File: src/rtl/lif_if.sv
// Signal bundle of lif_scheduler: current config, sweep control, committed-state stream
// and the spike-event queue head.
interface lif_if #(parameter int N_NEUR = 4);
  logic              cfg_we;
  logic [1:0]        cfg_addr;
  logic [7:0]        cfg_data;
  logic              start;
  logic              busy;
  logic              done;
  logic [7:0]        state_out;
  logic [1:0]        state_idx;
  logic              state_valid;
  logic [N_NEUR-1:0] spike_vec;
  logic              evt_valid;
  logic [1:0]        evt_id;
  logic              evt_ready;

  modport master (
    output cfg_we, cfg_addr, cfg_data, start, evt_ready,
    input  busy, done, state_out, state_idx, state_valid, spike_vec, evt_valid, evt_id
  );

  modport slave (
    input  cfg_we, cfg_addr, cfg_data, start, evt_ready,
    output busy, done, state_out, state_idx, state_valid, spike_vec, evt_valid, evt_id
  );
endinterface

File: src/rtl/lif_scheduler.sv
// Time-multiplexed leaky integrate-and-fire update engine with a spike-event FIFO.
// state  | meaning
// IDLE   | waiting for start
// UPDATE | evaluating and committing neuron idx
// STALL  | neuron idx spiked into a full queue; holding until a slot frees
// DONE   | one-cycle sweep completion, loads spike_vec
module lif_scheduler #(
  parameter int         N_NEUR     = 4,
  parameter logic [7:0] THRESH     = 8'd200,
  parameter int         FIFO_DEPTH = 4
) (
  input logic  clk,
  input logic  rst_n,
  lif_if.slave bus
);
  localparam int         PW       = (FIFO_DEPTH > 1) ? $clog2(FIFO_DEPTH) : 1;
  localparam int         CW       = $clog2(FIFO_DEPTH + 1);
  localparam logic [1:0] LAST_IDX = 2'(N_NEUR - 1);

  typedef enum logic [1:0] {IDLE, UPDATE, STALL, DONE} state_t;
  state_t state, state_nxt;

  logic [1:0]        idx;
  logic [7:0]        cur [N_NEUR];
  logic [7:0]        st  [N_NEUR];
  logic [N_NEUR-1:0] spk_acc;
  logic [1:0]        fifo [FIFO_DEPTH];
  logic [PW-1:0]     rd_ptr, wr_ptr;
  logic [CW-1:0]     count;

  logic [8:0] sum;
  logic [7:0] sum_sat, commit_val;
  logic       spike, full, nonempty, pop, last;
  logic       active, blocked, commit, push;

  function automatic logic [PW-1:0] ptr_inc(input logic [PW-1:0] p);
    return (p == PW'(FIFO_DEPTH - 1)) ? '0 : p + PW'(1);
  endfunction

  always_comb begin
    sum        = {1'b0, cur[idx]} + {2'b00, st[idx][7:1]};
    sum_sat    = sum[8] ? 8'hff : sum[7:0];
    spike      = (sum_sat >= THRESH);
    commit_val = spike ? 8'h00 : sum_sat;
    full       = (count == CW'(FIFO_DEPTH));
    nonempty   = (count != '0);
    pop        = nonempty & bus.evt_ready;
    last       = (idx == LAST_IDX);
  end

  always_ff @(posedge clk or negedge rst_n) begin
    if (!rst_n) state <= IDLE;
    else        state <= state_nxt;
  end

  always_comb begin
    state_nxt = state;
    case (state)
      IDLE:          if (bus.start) state_nxt = UPDATE;
      UPDATE, STALL: if (blocked)   state_nxt = STALL;
                     else if (last) state_nxt = DONE;
                     else           state_nxt = UPDATE;
      DONE:          state_nxt = IDLE;
      default:       state_nxt = IDLE;
    endcase
  end

  // A pop in the same cycle frees the slot the stalled spike needs.
  always_comb begin
    active   = (state == UPDATE) || (state == STALL);
    blocked  = active & spike & full & ~pop;
    commit   = active & ~blocked;
    push     = commit & spike;
    bus.busy = active;
    bus.done = (state == DONE);
  end

  assign bus.evt_valid = nonempty;
  assign bus.evt_id    = nonempty ? fifo[rd_ptr] : 2'd0;

  always_ff @(posedge clk or negedge rst_n) begin
    if (!rst_n)                          idx <= '0;
    else if (state == IDLE && bus.start) idx <= '0;
    else if (commit && !last)            idx <= idx + 2'd1;
  end

  always_ff @(posedge clk or negedge rst_n) begin
    if (!rst_n) begin
      for (int i = 0; i < N_NEUR; i++) cur[i] <= '0;
    end else if (bus.cfg_we && (int'(bus.cfg_addr) < N_NEUR)) begin
      cur[bus.cfg_addr] <= bus.cfg_data;
    end
  end

  always_ff @(posedge clk or negedge rst_n) begin
    if (!rst_n) begin
      for (int i = 0; i < N_NEUR; i++) st[i] <= '0;
      spk_acc         <= '0;
      bus.spike_vec   <= '0;
      bus.state_out   <= '0;
      bus.state_idx   <= '0;
      bus.state_valid <= 1'b0;
    end else begin
      bus.state_valid <= commit;
      if (state == IDLE && bus.start) spk_acc <= '0;
      if (commit) begin
        st[idx]       <= commit_val;
        bus.state_out <= commit_val;
        bus.state_idx <= idx;
        if (spike) spk_acc[idx] <= 1'b1;
      end
      if (state == DONE) bus.spike_vec <= spk_acc;
    end
  end

  always_ff @(posedge clk or negedge rst_n) begin
    if (!rst_n) begin
      for (int i = 0; i < FIFO_DEPTH; i++) fifo[i] <= '0;
      rd_ptr <= '0;
      wr_ptr <= '0;
      count  <= '0;
    end else begin
      if (push) begin
        fifo[wr_ptr] <= idx;
        wr_ptr       <= ptr_inc(wr_ptr);
      end
      if (pop) rd_ptr <= ptr_inc(rd_ptr);
      count <= count + CW'(push) - CW'(pop);
    end
  end
endmodule
File: src/flat_wrapper.sv
// flat-port wrapper written by rule: the top's interface ports become plain ports
module lif_scheduler_flat 
#(
  parameter int         N_NEUR     = 4,
  parameter logic [7:0] THRESH     = 8'd200,
  parameter int         FIFO_DEPTH = 4
)
  (clk, rst_n, bus_cfg_we, bus_cfg_addr, bus_cfg_data, bus_start, bus_evt_ready, bus_busy, bus_done, bus_state_out, bus_state_idx, bus_state_valid, bus_spike_vec, bus_evt_valid, bus_evt_id);
  lif_if #(.N_NEUR(N_NEUR)) bus_i ();
  input logic clk;
  input logic rst_n;
  input wire logic [$bits(bus_i.cfg_we)-1:0] bus_cfg_we;
  input wire logic [$bits(bus_i.cfg_addr)-1:0] bus_cfg_addr;
  input wire logic [$bits(bus_i.cfg_data)-1:0] bus_cfg_data;
  input wire logic [$bits(bus_i.start)-1:0] bus_start;
  input wire logic [$bits(bus_i.evt_ready)-1:0] bus_evt_ready;
  output wire logic [$bits(bus_i.busy)-1:0] bus_busy;
  output wire logic [$bits(bus_i.done)-1:0] bus_done;
  output wire logic [$bits(bus_i.state_out)-1:0] bus_state_out;
  output wire logic [$bits(bus_i.state_idx)-1:0] bus_state_idx;
  output wire logic [$bits(bus_i.state_valid)-1:0] bus_state_valid;
  output wire logic [$bits(bus_i.spike_vec)-1:0] bus_spike_vec;
  output wire logic [$bits(bus_i.evt_valid)-1:0] bus_evt_valid;
  output wire logic [$bits(bus_i.evt_id)-1:0] bus_evt_id;
  assign bus_i.cfg_we = bus_cfg_we;
  assign bus_i.cfg_addr = bus_cfg_addr;
  assign bus_i.cfg_data = bus_cfg_data;
  assign bus_i.start = bus_start;
  assign bus_i.evt_ready = bus_evt_ready;
  assign bus_busy = bus_i.busy;
  assign bus_done = bus_i.done;
  assign bus_state_out = bus_i.state_out;
  assign bus_state_idx = bus_i.state_idx;
  assign bus_state_valid = bus_i.state_valid;
  assign bus_spike_vec = bus_i.spike_vec;
  assign bus_evt_valid = bus_i.evt_valid;
  assign bus_evt_id = bus_i.evt_id;
  lif_scheduler #(.N_NEUR(N_NEUR), .THRESH(THRESH), .FIFO_DEPTH(FIFO_DEPTH)) u_core (.clk(clk), .rst_n(rst_n), .bus(bus_i));
endmodule
File: config.mk
export PLATFORM = sky130hd
export DESIGN_NAME = lif_scheduler_flat
export DESIGN_NICKNAME = d
export VERILOG_FILES = /design/src/rtl/lif_if.sv /design/src/rtl/lif_scheduler.sv /design/src/flat_wrapper.sv
export SDC_FILE = /design/constraint.sdc
export NUM_CORES = 1
export LEC_CHECK = 0
export CAP_MARGIN = 20
export CORE_ASPECT_RATIO = 1.5
export CORE_UTILIZATION = 30
export CTS_CLUSTER_DIAMETER = 100
export DETAILED_ROUTE_END_ITERATION = 8
export SYNTH_ARGS = -nofsm -noshare
export SYNTH_HDL_FRONTEND = slang
export SYNTH_SLANG_ARGS = --single-unit
File: constraint.sdc
create_clock -name clk -period 5.4 [get_ports clk]
set_input_delay 0.81 -clock clk [delete_from_list [all_inputs] [get_ports clk]]
set_output_delay 0.81 -clock clk [all_outputs]
set_load 0.1 [all_outputs]
==> out/results.tsv, run 1 <==
stage	metric	value	unit
critical_path	startpoint types	flip-flop	
timing	hold slack final	0.4273	ns
critical_path	crit-path cells	buf_4, mux4_2, fa_1, and3_1, or3_1, a222oi_1, nor3_2, o211ai_1, inv_1, ha_1, inv_1, fa_1, inv_1	
drt	routed vias/inst	5.174	
synthesis	largest cells by area after synthesis	dfrtp_1, mux2_2, mux4_2, ha_1, a22o_1	
floorplan	row cnt	57	
global_routing	initial antenna violation count	0	
clocking	CTS root buf	clkbuf_16	
floorplan	initial core utilization	30.66	%
clocking	CTS tree	yes	
critical_path	critical path class	reg -> reg	
synthesis	top cell type's share of synthesized area	49.63	%
timing	final-report setup violation count	0	
global_routing	largest net degree at the start of global routing	63	
clocking	# hold bufs at CTS	0	
drt	final WL	11110	µm
critical_path	CP peak stage delay	0.73	ns
global_routing	vias in the first global route	3414	
floorplan	io pins	35	
clocking	clock sink count	98	
drt	drt pass-1 iters	4	
floorplan	Die Footprint	17000	µm²
clocking	# Post-CTS Setup Buffers	0	
synthesis	ys flop type	dfrtp_1	
synthesis	Synth Instances	361	
cells_and_area	Finished Core Util	36.32	%
cells_and_area	# diodes	0	
timing	achievable frequency	214.0	MHz
critical_path	WP data arrival	4.96	ns
timing	Worst-Margin Slew	1.035	ns
clocking	total CTS buffers	9	
synthesis	commonest cells in the netlist	dfrtp_1, mux2_2, ha_1	
synthesis	post-synth net total	398	
place	gpl congestion	0.8841	
cells_and_area	area delta synth->final	18.49	%
critical_path	crit path max fanout	10	
synthesis	number of synthesis warnings	0	
cells_and_area	fraction of layout instances using a drive strength above 1	25.00	%
worst_hold_path	Hold Path Class	in -> async	
drt	top layer in use	met4	
timing	Slew headroom	30.34	%
synthesis	#FFs+latches synth	98	
drt	DR iter-0 viols	116	
run	reported max-cap violation count	0	
drt	Final ANT Viol Nets	0	
synthesis	synthesized area	4941	µm²
synthesis	most common cell in the netlist	dfrtp_1	
floorplan	Die Y	159.2	µm
timing	RSZ-0062 raised after global routing	false	
timing	Clock Skew	0.01184	ns
synthesis	ys async rst share	100.0	%
place	DP Cell Count	598	
drt	mean routed wirelength per cell	18.09	µm
drt	# DRC	0	
critical_path	WP depth	13	
timing	final hold vios	0	
status	status	completed	
place	number of port buffers	34	
synthesis	sequential area share after synthesis	49.63	%
drt	M1 WL	4520	µm
synthesis	leading area contributor after synthesis	dfrtp_1	
clocking	worst skew pair latency	0.35	ns
cells_and_area	post-layout instance count excluding filler cells	614	
timing	Slew Limit Fails	0	
global_routing	total global routing overflow	0	
floorplan	core footprint	16120	µm²
clocking	Max Root-Sink Buffers	2	
clocking	Post-CTS Resized	0	
critical_path	CP bufs+invs	4	
place	DPL Wire Length	8233	µm
critical_path	cell family with most CP delay	adder cells	
clocking	Clock Pin Slew Worst Setup and Hold Paths	0.07	ns
timing	setup TNS	0	ns
critical_path	CP max-delay cell	dfrtp_1	
timing	Period minus WS final	4.672	ns
critical_path	CP endpoint kind	flip-flop	
global_routing	gr usage total	14.13	%
synthesis	synth unique cells	49	
clocking	H-tree levels	3	
synthesis	syn avg cell area	13.69	µm²
drt	via count	3177	
synthesis	Post-synth EDFFs	0	
critical_path	CP dominant cell by count	inv_1	
floorplan	chip width	106.8	µm
global_routing	first-pass GRT wire length	18190	µm
drt	WL met3	281	µm
critical_path	Worst Reg-to-Reg Cells	13	
timing	final period utilization	86.52	%
drt	metal2 WL	5878	µm
cells_and_area	Final nets	440	
critical_path	critical path required time	5.69	ns
## registers in the layout, summed over array words and instances (netlist names)
register                flops
u_core.wr_ptr               2
u_core.idx                  2
u_core.bus.state_idx        2
u_core.spk_acc              4
u_core.rd_ptr               2
u_core.fifo                 8
u_core.bus.spike_vec        4
u_core.state                2
u_core.cur                 32
u_core.bus.state_valid      1
u_core.count                3
u_core.bus.state_out        8
u_core.st                  28
## worst reg2reg max path, delay by kind of cell, from the launching register on
kind            cells  cell delay (ns)
fa+ha+maj           3             1.09
compound gates      2             0.94
simple gates        3             0.74
mux                 1             0.58
buf+inv             4             0.54
flops               1             0.73
## kinds of logic after synthesis
family / count (synthesis) / synth area share, %
xor+xnor: 5 / 0.8863
fa+ha+maj: 22 / 5.875
buf+inv: 26 / 2.152
mux: 82 / 22.64
compound gates: 75 / 13.02
flops: 98 / 49.63
simple gates: 53 / 5.799
## final timing paths
kind	startpoint	endpoint	slack [ns]
max in group asynchronous	rst_n	u_core.bus.state_out[4]	3.80
hold reg to reg	u_core.st[12]	u_core.st[12]	0.49
setup / recovery	u_core.idx[0]	u_core.count[1]	0.73
min in group clk	u_core.st[12]	u_core.st[12]	0.49
hold / removal	rst_n	u_core.idx[0]	0.43
setup reg to reg	u_core.idx[0]	u_core.count[1]	0.73
## layer usage
layer  vias up  GRT usage [%]
met4         0          7.970
li1       1454              -
met1      1642          16.03
met2        58          24.63
met3        23          2.538
met5         -              0
## placed cells by master, fill, tap and decap left out, types with 8 or more instances in the layout
cell,count
mux2_1,8
dfrtp_1,98
a21oi_1,12
ha_1,20
and2_1,8
mux2_2,52
mux4_2,17
nand2_1,15
a22o_1,14
inv_1,17
o2bb2ai_1,10
clkdlybuf4s50_1,33
clkbuf_16,9
## final cells by class
cell class	count	area, µm²
fillers	1597	10260
clock inverters	4	58.81
multi-input cells	237	2382
clock buffers	12	256.5
inverters	17	63.81
well taps	206	257.7
flip-flops and latches	98	2452
repair buffers	40	382.9
## through the flow
| stage | instance area [µm²] | worst slack [ns] |
|---|---|---|
| floorplan | 4941 | 0.9543 |
| global placement | 5539 | 0.8586 |
| detailed placement | 5539 | 0.7090 |
| CTS | 5854 | 0.6943 |
| global route | 5854 | 0.4055 |
| finish | 5854 | 0.7280 |
Power of run 1 is left out: the tool's default activity adds up to more than one toggle a clock period on the data nets, which glitch-free logic cannot reach.
==> run 2: changes to the inputs <==
Settings changed: ABC_CLOCK_PERIOD_IN_PS set to 5400, CORE_MARGIN set to 2, PLACE_DENSITY_LB_ADDON set to 0.15.
==> run 2 against run 1 <==
- worst hold slack improved by 0.063 ns
- via count shrank 2.0%
- routed wire length increased by 3.2%
- critical path depth is 1 higher
- clock-buffer cell count is 2 lower
- first-iteration DRC count increased by 51%
- final cell count fell by 0.33%
- largest cell class unchanged
==> out/results.tsv, run 2 (same netlist as run 1, synthesis figures left out) <==
stage	metric	value	unit	change
critical_path	WP data arrival	4.94	ns	-0.02 ns
timing	hold slack final	0.4904	ns	+0.06305 ns
drt	# DRC	0		unchanged
floorplan	core footprint	16190	µm²	+0.44%
critical_path	critical path required time	5.67	ns	-0.02 ns
timing	Worst-Margin Slew	0.9877	ns	-0.04768 ns
timing	Slew headroom	33.95	%	+3.6 points
cells_and_area	multi-input logic area	2387	µm²	+0.21%
floorplan	io pins	35		unchanged
timing	Slew Limit Fails	0		unchanged
global_routing	gr usage total	13.96	%	-0.17 points
timing	setup TNS	0	ns	unchanged
cells_and_area	max FFs per register	32		unchanged
critical_path	critical path class	reg -> reg		
critical_path	startpoint types	flip-flop		
place	number of port buffers	34		unchanged
critical_path	crit path max fanout	15		+5
floorplan	row cnt	57		unchanged
drt	final WL	11460	µm	+3.2%
clocking	worst skew pair latency	0.35	ns	about the same
timing	Period minus WS final	4.675	ns	+0.002530 ns
timing	final period utilization	86.56	%	about the same
clocking	# Post-CTS Setup Buffers	0		unchanged
drt	Final ANT Viol Nets	0		unchanged
place	DPL Wire Length	8473	µm	+2.9%
timing	RSZ-0062 raised after global routing	false		
critical_path	CP endpoint kind	flip-flop		
clocking	H-tree levels	3		unchanged
floorplan	Die Footprint	17530	µm²	+3.2%
cells_and_area	Register Area	2452	µm²	unchanged
cells_and_area	# diodes	0		unchanged
floorplan	Die Y	161.2	µm	+1.3%
clocking	# hold bufs at CTS	0		unchanged
drt	drt pass-1 iters	4		unchanged
global_routing	largest net degree at the start of global routing	58		-7.9%
clocking	Max Root-Sink Buffers	2		unchanged
global_routing	initial antenna violation count	0		unchanged
cells_and_area	Largest regs	u_core.cur (32), u_core.st (28)		
cells_and_area	area delta synth->final	18.87	%	
floorplan	chip width	108.8	µm	+1.9%
global_routing	first-pass GRT wire length	18570	µm	+2.1%
clocking	total CTS buffers	9		unchanged
cells_and_area	Final nets	438		-0.45%
cells_and_area	Reg with most FFs	u_core.cur		
clocking	Clock Pin Slew Worst Setup and Hold Paths	0.07	ns	about the same
place	gpl congestion	0.8021		-9.3%
run	reported max-cap violation count	0		unchanged
drt	DR iter-0 viols	175		+51%
floorplan	initial core utilization	30.52	%	-0.14 points
status	status	completed		
timing	Clock Skew	0.01017	ns	-0.001672 ns
clocking	CTS root buf	clkbuf_16		
timing	worst setup margin	0.7255	ns	-0.002530 ns
clocking	CTS tree	yes		
place	Post-Place Worst Slack	0.7107	ns	+0.001793 ns
clocking	Post-CTS Resized	0		unchanged
timing	final hold vios	0		unchanged
cells_and_area	fillcell total	1539		-3.6%
place	dpl cell area	5529	µm²	-0.18%
clocking	clock sink count	98		unchanged
drt	routed vias/inst	5.085		-1.7%
cells_and_area	fraction of layout instances using a drive strength above 1	24.88	%	-0.12 points
global_routing	vias in the first global route	3375		-1.1%
cells_and_area	commonest non-fill, non-tap cells in the layout	dfrtp_1, mux2_2, clkdlybuf4s50_1		
timing	achievable frequency	213.9	MHz	about the same
cells_and_area	most common cell after layout, fill and taps aside	dfrtp_1		
global_routing	total global routing overflow	0		unchanged
timing	final-report setup violation count	0		unchanged
cells_and_area	Post-Layout Inst Area	5873	µm²	+0.32%
drt	via count	3112		-2.0%
drt	mean routed wirelength per cell	18.72	µm	+3.5%
worst_hold_path	Hold Path Class	reg -> reg		
## run 2: changes by cell type in the layout (fill, tap and decap cells not counted), sizes merged
cell,change
buf,-2
bufinv,+2
clkbuf,-2
clkinvlp,+1
inv,-1
## run 2: cell type report
class | instances | share of cell area, %
Clock buffer | 10 | 3.899
Clock inverter | 6 | 1.960
Inverter | 17 | 1.086
Multi-Input combinational cell | 237 | 40.65
Sequential cell | 98 | 41.76
Tap cell | 206 | 4.389
Timing Repair Buffer | 38 | 6.263
## run 2: worst paths after layout
| check | slack (ns) | end | cells after the start | startpoint |
|---|---|---|---|---|
| worst min register to register | 0.49 | u_core.st[21] | 1 | u_core.st[21] |
| worst min-delay path | 0.49 | u_core.st[21] | 1 | u_core.st[21] |
| worst max register to register | 0.73 | u_core.count[2] | 14 | u_core.idx[0] |
| min in group asynchronous | 0.53 | u_core.bus.state_valid | 1 | rst_n |
| max in group asynchronous | 3.83 | u_core.cur[1] | 2 | rst_n |
| worst max-delay path | 0.73 | u_core.count[2] | 14 | u_core.idx[0] |
## run 2: critical path, stage by stage (launching register included)
cell and delay, ns:
dfrtp_1 0.67, buf_4 0.39, mux4_2 0.54, ha_1 0.40, and3_1 0.24, or3_1 0.36
a222oi_1 0.64, nor3_2 0.21, o211ai_1 0.35, inv_1 0.08, ha_1 0.18, inv_1 0.07
fa_1 0.19, xnor2_1 0.14, xnor2_1 0.14
## run 2: per-layer routing
layer | GRT usage (%) | vias to the layer above | routed length [µm]
li1 | - | 1447 | -
met1 | 17.62 | 1606 | 4983
met2 | 24.03 | 46 | 6002
met3 | 2.542 | 13 | 281
met4 | 4.312 | 0 | 190
met5 | 0 | - | 0
## run 2: metrics by stage
step	utilization, %	std cells
2_1_floorplan	-	361
3_3_place_gp	34.15	596
3_5_place_dp	34.15	596
4_1_cts	36.28	612
5_1_grt	36.28	612
6_report	36.28	612
Power of run 2 is left out for the same reason.
